<file path="src/rtl/fma_pkg.sv">
// Shared binary32 definitions and FMA pipeline constants for the FMA issue path.
package fma_pkg;

  localparam int FP32_W        = 32;
  localparam int FMA_LATENCY   = 5;

  localparam int FP32_SIGN_BIT = 31;
  localparam int FP32_EXP_MSB  = 30;
  localparam int FP32_EXP_LSB  = 23;
  localparam int FP32_FRAC_MSB = 22;
  localparam int FP32_FRAC_LSB = 0;

  typedef logic [FP32_W-1:0] fp32_t;

endpackage

</file>
<file path="src/rtl/fma_result_fifo.sv">
// Synchronous result FIFO; push and pop may coincide at any fill level.
module fma_result_fifo
  import fma_pkg::*;
#(
  parameter int DEPTH = 8
) (
  input  logic                    clk,
  input  logic                    rst,
  input  logic                    push_i,
  input  logic [FP32_W-1:0]       push_data_i,
  input  logic                    pop_i,
  output logic [FP32_W-1:0]       head_o,
  output logic [$clog2(DEPTH):0]  count_o
);

  localparam int PTR_W = $clog2(DEPTH);

  fp32_t              mem_q [DEPTH];
  logic [PTR_W-1:0]   wptr_q;
  logic [PTR_W-1:0]   rptr_q;
  logic [PTR_W:0]     count_q;
  logic [PTR_W:0]     count_d;

  always_comb begin
    count_d = count_q;
    if (push_i && !pop_i) begin
      count_d = count_q + 1'b1;
    end else if (pop_i && !push_i) begin
      count_d = count_q - 1'b1;
    end
  end

  // DEPTH is a power of two, so the pointers wrap by plain overflow.
  always_ff @(posedge clk or posedge rst) begin
    if (rst) begin
      wptr_q  <= '0;
      rptr_q  <= '0;
      count_q <= '0;
    end else begin
      if (push_i) begin
        wptr_q <= wptr_q + 1'b1;
      end
      if (pop_i) begin
        rptr_q <= rptr_q + 1'b1;
      end
      count_q <= count_d;
    end
  end

  always_ff @(posedge clk) begin
    if (push_i) begin
      mem_q[wptr_q] <= push_data_i;
    end
  end

  assign head_o  = mem_q[rptr_q];
  assign count_o = count_q;

endmodule

</file>
<file path="src/rtl/fma_issue_ctrl.sv">
// Credit-based issue controller: feeds a fixed-latency FMA and buffers its results in order.
module fma_issue_ctrl
  import fma_pkg::*;
#(
  parameter int LATENCY = FMA_LATENCY,
  parameter int DEPTH   = 8
) (
  input  logic              clk,
  input  logic              rst,
  input  logic              in_valid,
  output logic              in_ready,
  input  logic [FP32_W-1:0] in_a,
  input  logic [FP32_W-1:0] in_b,
  input  logic [FP32_W-1:0] in_c,
  output logic [FP32_W-1:0] fma_a,
  output logic [FP32_W-1:0] fma_b,
  output logic [FP32_W-1:0] fma_c,
  input  logic [FP32_W-1:0] fma_result,
  output logic              out_valid,
  input  logic              out_ready,
  output logic [FP32_W-1:0] out_data,
  output logic              busy
);

  localparam int CNT_W = $clog2(DEPTH) + 1;

  logic [CNT_W-1:0] occ_q;
  logic [CNT_W-1:0] occ_d;
  logic [CNT_W-1:0] fifo_count;
  logic [LATENCY:0] vld_q;
  logic [LATENCY:0] vld_d;
  fp32_t            fma_a_q;
  fp32_t            fma_b_q;
  fp32_t            fma_c_q;
  logic             accept;
  logic             pop;
  logic             push;

  // Credit check uses only registered occupancy so a pop never feeds in_ready combinationally.
  assign in_ready  = (occ_q < CNT_W'(DEPTH));
  assign accept    = in_valid && in_ready;
  assign out_valid = (fifo_count != '0);
  assign pop       = out_valid && out_ready;
  assign push      = vld_q[LATENCY];
  assign busy      = (occ_q != '0);

  always_comb begin
    occ_d = occ_q;
    if (accept && !pop) begin
      occ_d = occ_q + 1'b1;
    end else if (pop && !accept) begin
      occ_d = occ_q - 1'b1;
    end
    vld_d = {vld_q[LATENCY-1:0], accept};
  end

  // Operands are zeroed on idle cycles so the pipeline never sees stale data.
  always_ff @(posedge clk or posedge rst) begin
    if (rst) begin
      occ_q   <= '0;
      vld_q   <= '0;
      fma_a_q <= '0;
      fma_b_q <= '0;
      fma_c_q <= '0;
    end else begin
      occ_q   <= occ_d;
      vld_q   <= vld_d;
      fma_a_q <= accept ? in_a : '0;
      fma_b_q <= accept ? in_b : '0;
      fma_c_q <= accept ? in_c : '0;
    end
  end

  assign fma_a = fma_a_q;
  assign fma_b = fma_b_q;
  assign fma_c = fma_c_q;

  fma_result_fifo #(
    .DEPTH (DEPTH)
  ) u_fifo (
    .clk         (clk),
    .rst         (rst),
    .push_i      (push),
    .push_data_i (fma_result),
    .pop_i       (pop),
    .head_o      (out_data),
    .count_o     (fifo_count)
  );

endmodule

</file>
<file path="config.mk">
export PLATFORM = sky130hd
export DESIGN_NAME = fma_issue_ctrl
export DESIGN_NICKNAME = d
export VERILOG_FILES = /design/src/rtl/fma_pkg.sv /design/src/rtl/fma_result_fifo.sv /design/src/rtl/fma_issue_ctrl.sv
export SDC_FILE = /design/constraint.sdc
export NUM_CORES = 1
export LEC_CHECK = 0
export ABC_AREA = 0
export CORE_ASPECT_RATIO = 2
export CORE_UTILIZATION = 30
export DETAILED_ROUTE_END_ITERATION = 7
export PLACE_DENSITY = 0.52
export SKIP_LAST_GASP = 1
export SLEW_MARGIN = 0
export SYNTH_ARGS = -nofsm -noshare
export SYNTH_HDL_FRONTEND = slang
export SYNTH_SLANG_ARGS = --single-unit
</file>
<file path="constraint.sdc">
create_clock -name clk -period 5.2 [get_ports clk]
set_input_delay 0.52 -clock clk [delete_from_list [all_inputs] [get_ports clk]]
set_output_delay 0.52 -clock clk [all_outputs]
set_load 0.005 [all_outputs]
</file>
==> results.md <==
* DIE HEIGHT at 304.8 µm
* Congestion Overflow GR at 0
* Std-Cell Rows at 110
* Slew headroom at 0.3196
* Synthesized flop and latch total at 372
* Hold Vio Cnt, Final at 0
* Clock root buffer: clkbuf_16
* Worst Slack Setup Final at 1.399 ns
* Unrepaired setup endpoints after global routing: false
* Placed Cells at 1475
* HP Class: register to register
* Yosys top cell area share at 0.5591
* Count of final setup violators at 0
* Worst R2R Start: u_fifo.count_o[0]$_DFFE_PP0P_
* Worst-Skew Late Latency at 0.53 ns
* Final Non-Filler Cells at about 1500
* TritonCTS clock tree: yes
* DRT iter0 DRCs at 266
* Max Fclk at 263.1 MHz
* Reg2reg end: u_fifo.count_o[3]$_DFFE_PP0P_
* Initial antenna violation count at 1
* I/O Buffers at 262
* Total CTS buffers at 35
* Die Wd at about 150 µm
* IO Pins at 263
* Leading area contributor after synthesis: edfxtp_1
* Drt first pass iters at 6
* Post-DR vias/cell at approximately 4.6
* Data required, critical path at 4.68 ns
* Max Buffers Root-to-Sink at 3
* Vias after detailed routing at 7044
* Post-DP HPWL at 19760 µm
* Routability cong. at 0.7169
* Setup bufs post-CTS at 0
* Worst Setup Start Kind: register
* Antenna-violating nets left at 0
* Layout area overhead at 32.56%
* GRT Resource Usage Total at 0.1395
* # fillers at 4133
* Pwr dens at 497.0 nW/µm²
* Pre-CTS WS at 1.820 ns
* CP Launch Point: u_fifo.rptr_q[0]$_DFFE_PP0P_
* Post-route cell area at 18230 µm²
* Yosys cell types at 30
* CTS H-Tree Depth at 2
* First-pass GRT wire length at 48220 µm
* Mapped Nets at 811
* Kind of critical path: register to primary output
* Max-slew violation count at 0
* Ys Warns at 0
* Total power at between 9 and 10 mW
* Status: finished clean
* WL final at around 32000 µm
* Area of the multi-input gates at 3038 µm²
* DRC viols at 0
* Largest net degree at the start of global routing at 98
* Final Util at 0.4037
* Core area at 45140 µm²
* Max Cap Violations at 0
* Cts-stage hold buffer count at 0
* Maximum vdd drop at 0.2656 mV
* Worst setup endpoint: out_data[5]
* R2R depth at 8
* WL per Instance at a little over 20 µm
* Critical Path End Type: primary output
* Register-to-register setup slack at roughly 2.3 ns
* Worst slew pin tran at 1.021 ns
* Number of global-route vias before repair at about 7900
* # diodes at 0
* Synthesized area at 13750 µm²
* Worst-path fanout max at 36
* Leakage at 6.503 nW
* Post-Syn Area per Cell at 20.55 µm²
* Post-CTS Resized at 0
* Share of layout cells above drive strength 1 at 0.1718
* Die area at 46740 µm²
* FF/Latch Area at 10600 µm²
* Worst hold slack at roughly 0.35 ns
* Sequential area share after synthesis at 0.7702
* Initial Utilization at 0.3046
* Synthesized instance count at roughly 670
* Crit path DAT at 3.28 ns
* Clock sink count at 372
* Setup TNS at 0 ns
* Clock period minus worst slack at around 3.8 ns
* Placement Cell Area at 17080 µm²
* Worst Skew at 0.01091 ns
* Period utilisation layout at 0.7309
* Reg clk slew, reported paths at 0.06 ns
* Area contributors post-synth: edfxtp_1 (56%), dfrtp_1 (21%), mux4_2 (9.0%), and2_1 (4.4%), mux2_2 (2.9%)
* Final net count at 1094
[kinds of logic after synthesis]
logic type / synth area share
muxes: 0.1382
and+or+nand+nor: 0.05742
DFF: 0.7702
buffers and inverters: 0.01338
adders and majority gates: 0.01019
xor gates and xnor gates: 0.005096
AOI/OAI and AO/OA: 0.005460
[registers in the layout, indices dropped and copies added, names as in the netlist]
register,cells
fma_a,32
fma_b,32
fma_c,32
occ_q,4
u_fifo.count_o,4
u_fifo.mem_q,256
u_fifo.rptr_q,3
u_fifo.wptr_q,3
vld_q,6
[power breakdown]
part           switching [mW]  internal [mW]  leakage [nW]  total, mW
logic                    1.00           1.54          2.11       2.54
clock network            1.07           1.50         0.559       2.57
registers               0.344           3.60          3.83       3.95
total                    2.42           6.64          6.50       9.06
[routing by layer]
layer | global-route usage | part of all wire | wire [µm] | up-vias
met5 | 0 | 0.00041 | 13 | -
met3 | 0.04664 | 0.083 | 2618 | 49
met1 | 0.1497 | 0.37 | 11540 | 3587
met4 | 0.04628 | 0.026 | 818 | 2
met2 | 0.2540 | 0.52 | 16540 | 281
li1 | - | - | - | 3125
[placed cells by master, fill, tap and decap left out, drive strengths merged, types with 4 or more instances in the layout]
cell type / instances
clkdlybuf4s50: 262
edfxtp: 256
dfrtp: 116
and2: 96
mux4: 64
clkbuf: 50
mux2: 36
buf: 14
ha: 8
clkinv: 8
xnor2: 7
nand2: 7
nor2: 6
nand3: 6
inv: 5
or4: 4
a21oi: 4
nor3: 4
[worst max-delay path: stages (launching register included)]
cell and delay [ns]:
dfrtp_4 0.92, buf_4 0.48, mux4_1 0.59, mux2_2 0.30
clkdlybuf4s50_1 0.45
[cells in the mapped netlist (all sizes together)]
library cell	number
nand3	6
or3	2
and2	96
buf	17
fa	2
o211ai	3
ha	8
mux4	64
edfxtp	256
inv	4
a2111o	2
nor2b	1
dfrtp	116
a21oi	4
mux2i	2
xor2	1
nand2	7
or4	4
o21ai	2
mux2	36
clkbuf	13
nor2	6
nor3	4
nand2b	3
nand3b	3
xnor2	7
[worst min-delay path by stage]
| stage | cells after the start | start | slack [ns] | end |
|---|---|---|---|---|
| detailed placement | 0 | vld_q[3]$_DFF_PP0_ | 0.34 | vld_q[4]$_DFF_PP0_ |
| global route | 0 | vld_q[2]$_DFF_PP0_ | 0.36 | vld_q[3]$_DFF_PP0_ |
| CTS | 0 | vld_q[3]$_DFF_PP0_ | 0.35 | vld_q[4]$_DFF_PP0_ |
| floorplan | 0 | vld_q[0]$_DFF_PP0_ | 0.33 | vld_q[1]$_DFF_PP0_ |
| global placement | 0 | vld_q[3]$_DFF_PP0_ | 0.33 | vld_q[4]$_DFF_PP0_ |
| finish | 0 | vld_q[3]$_DFF_PP0_ | 0.35 | vld_q[4]$_DFF_PP0_ |
[layout make-up]
cell class,instances,share of cell area
timing repair buffer,276,0.1497
inverter,4,0.0009611
clock buffer,50,0.05499
multi-input combinational,263,0.1667
sequential,372,0.5815
clock inverter,13,0.007757
tap,560,0.03844
Power figures use the tool's default switching activity.
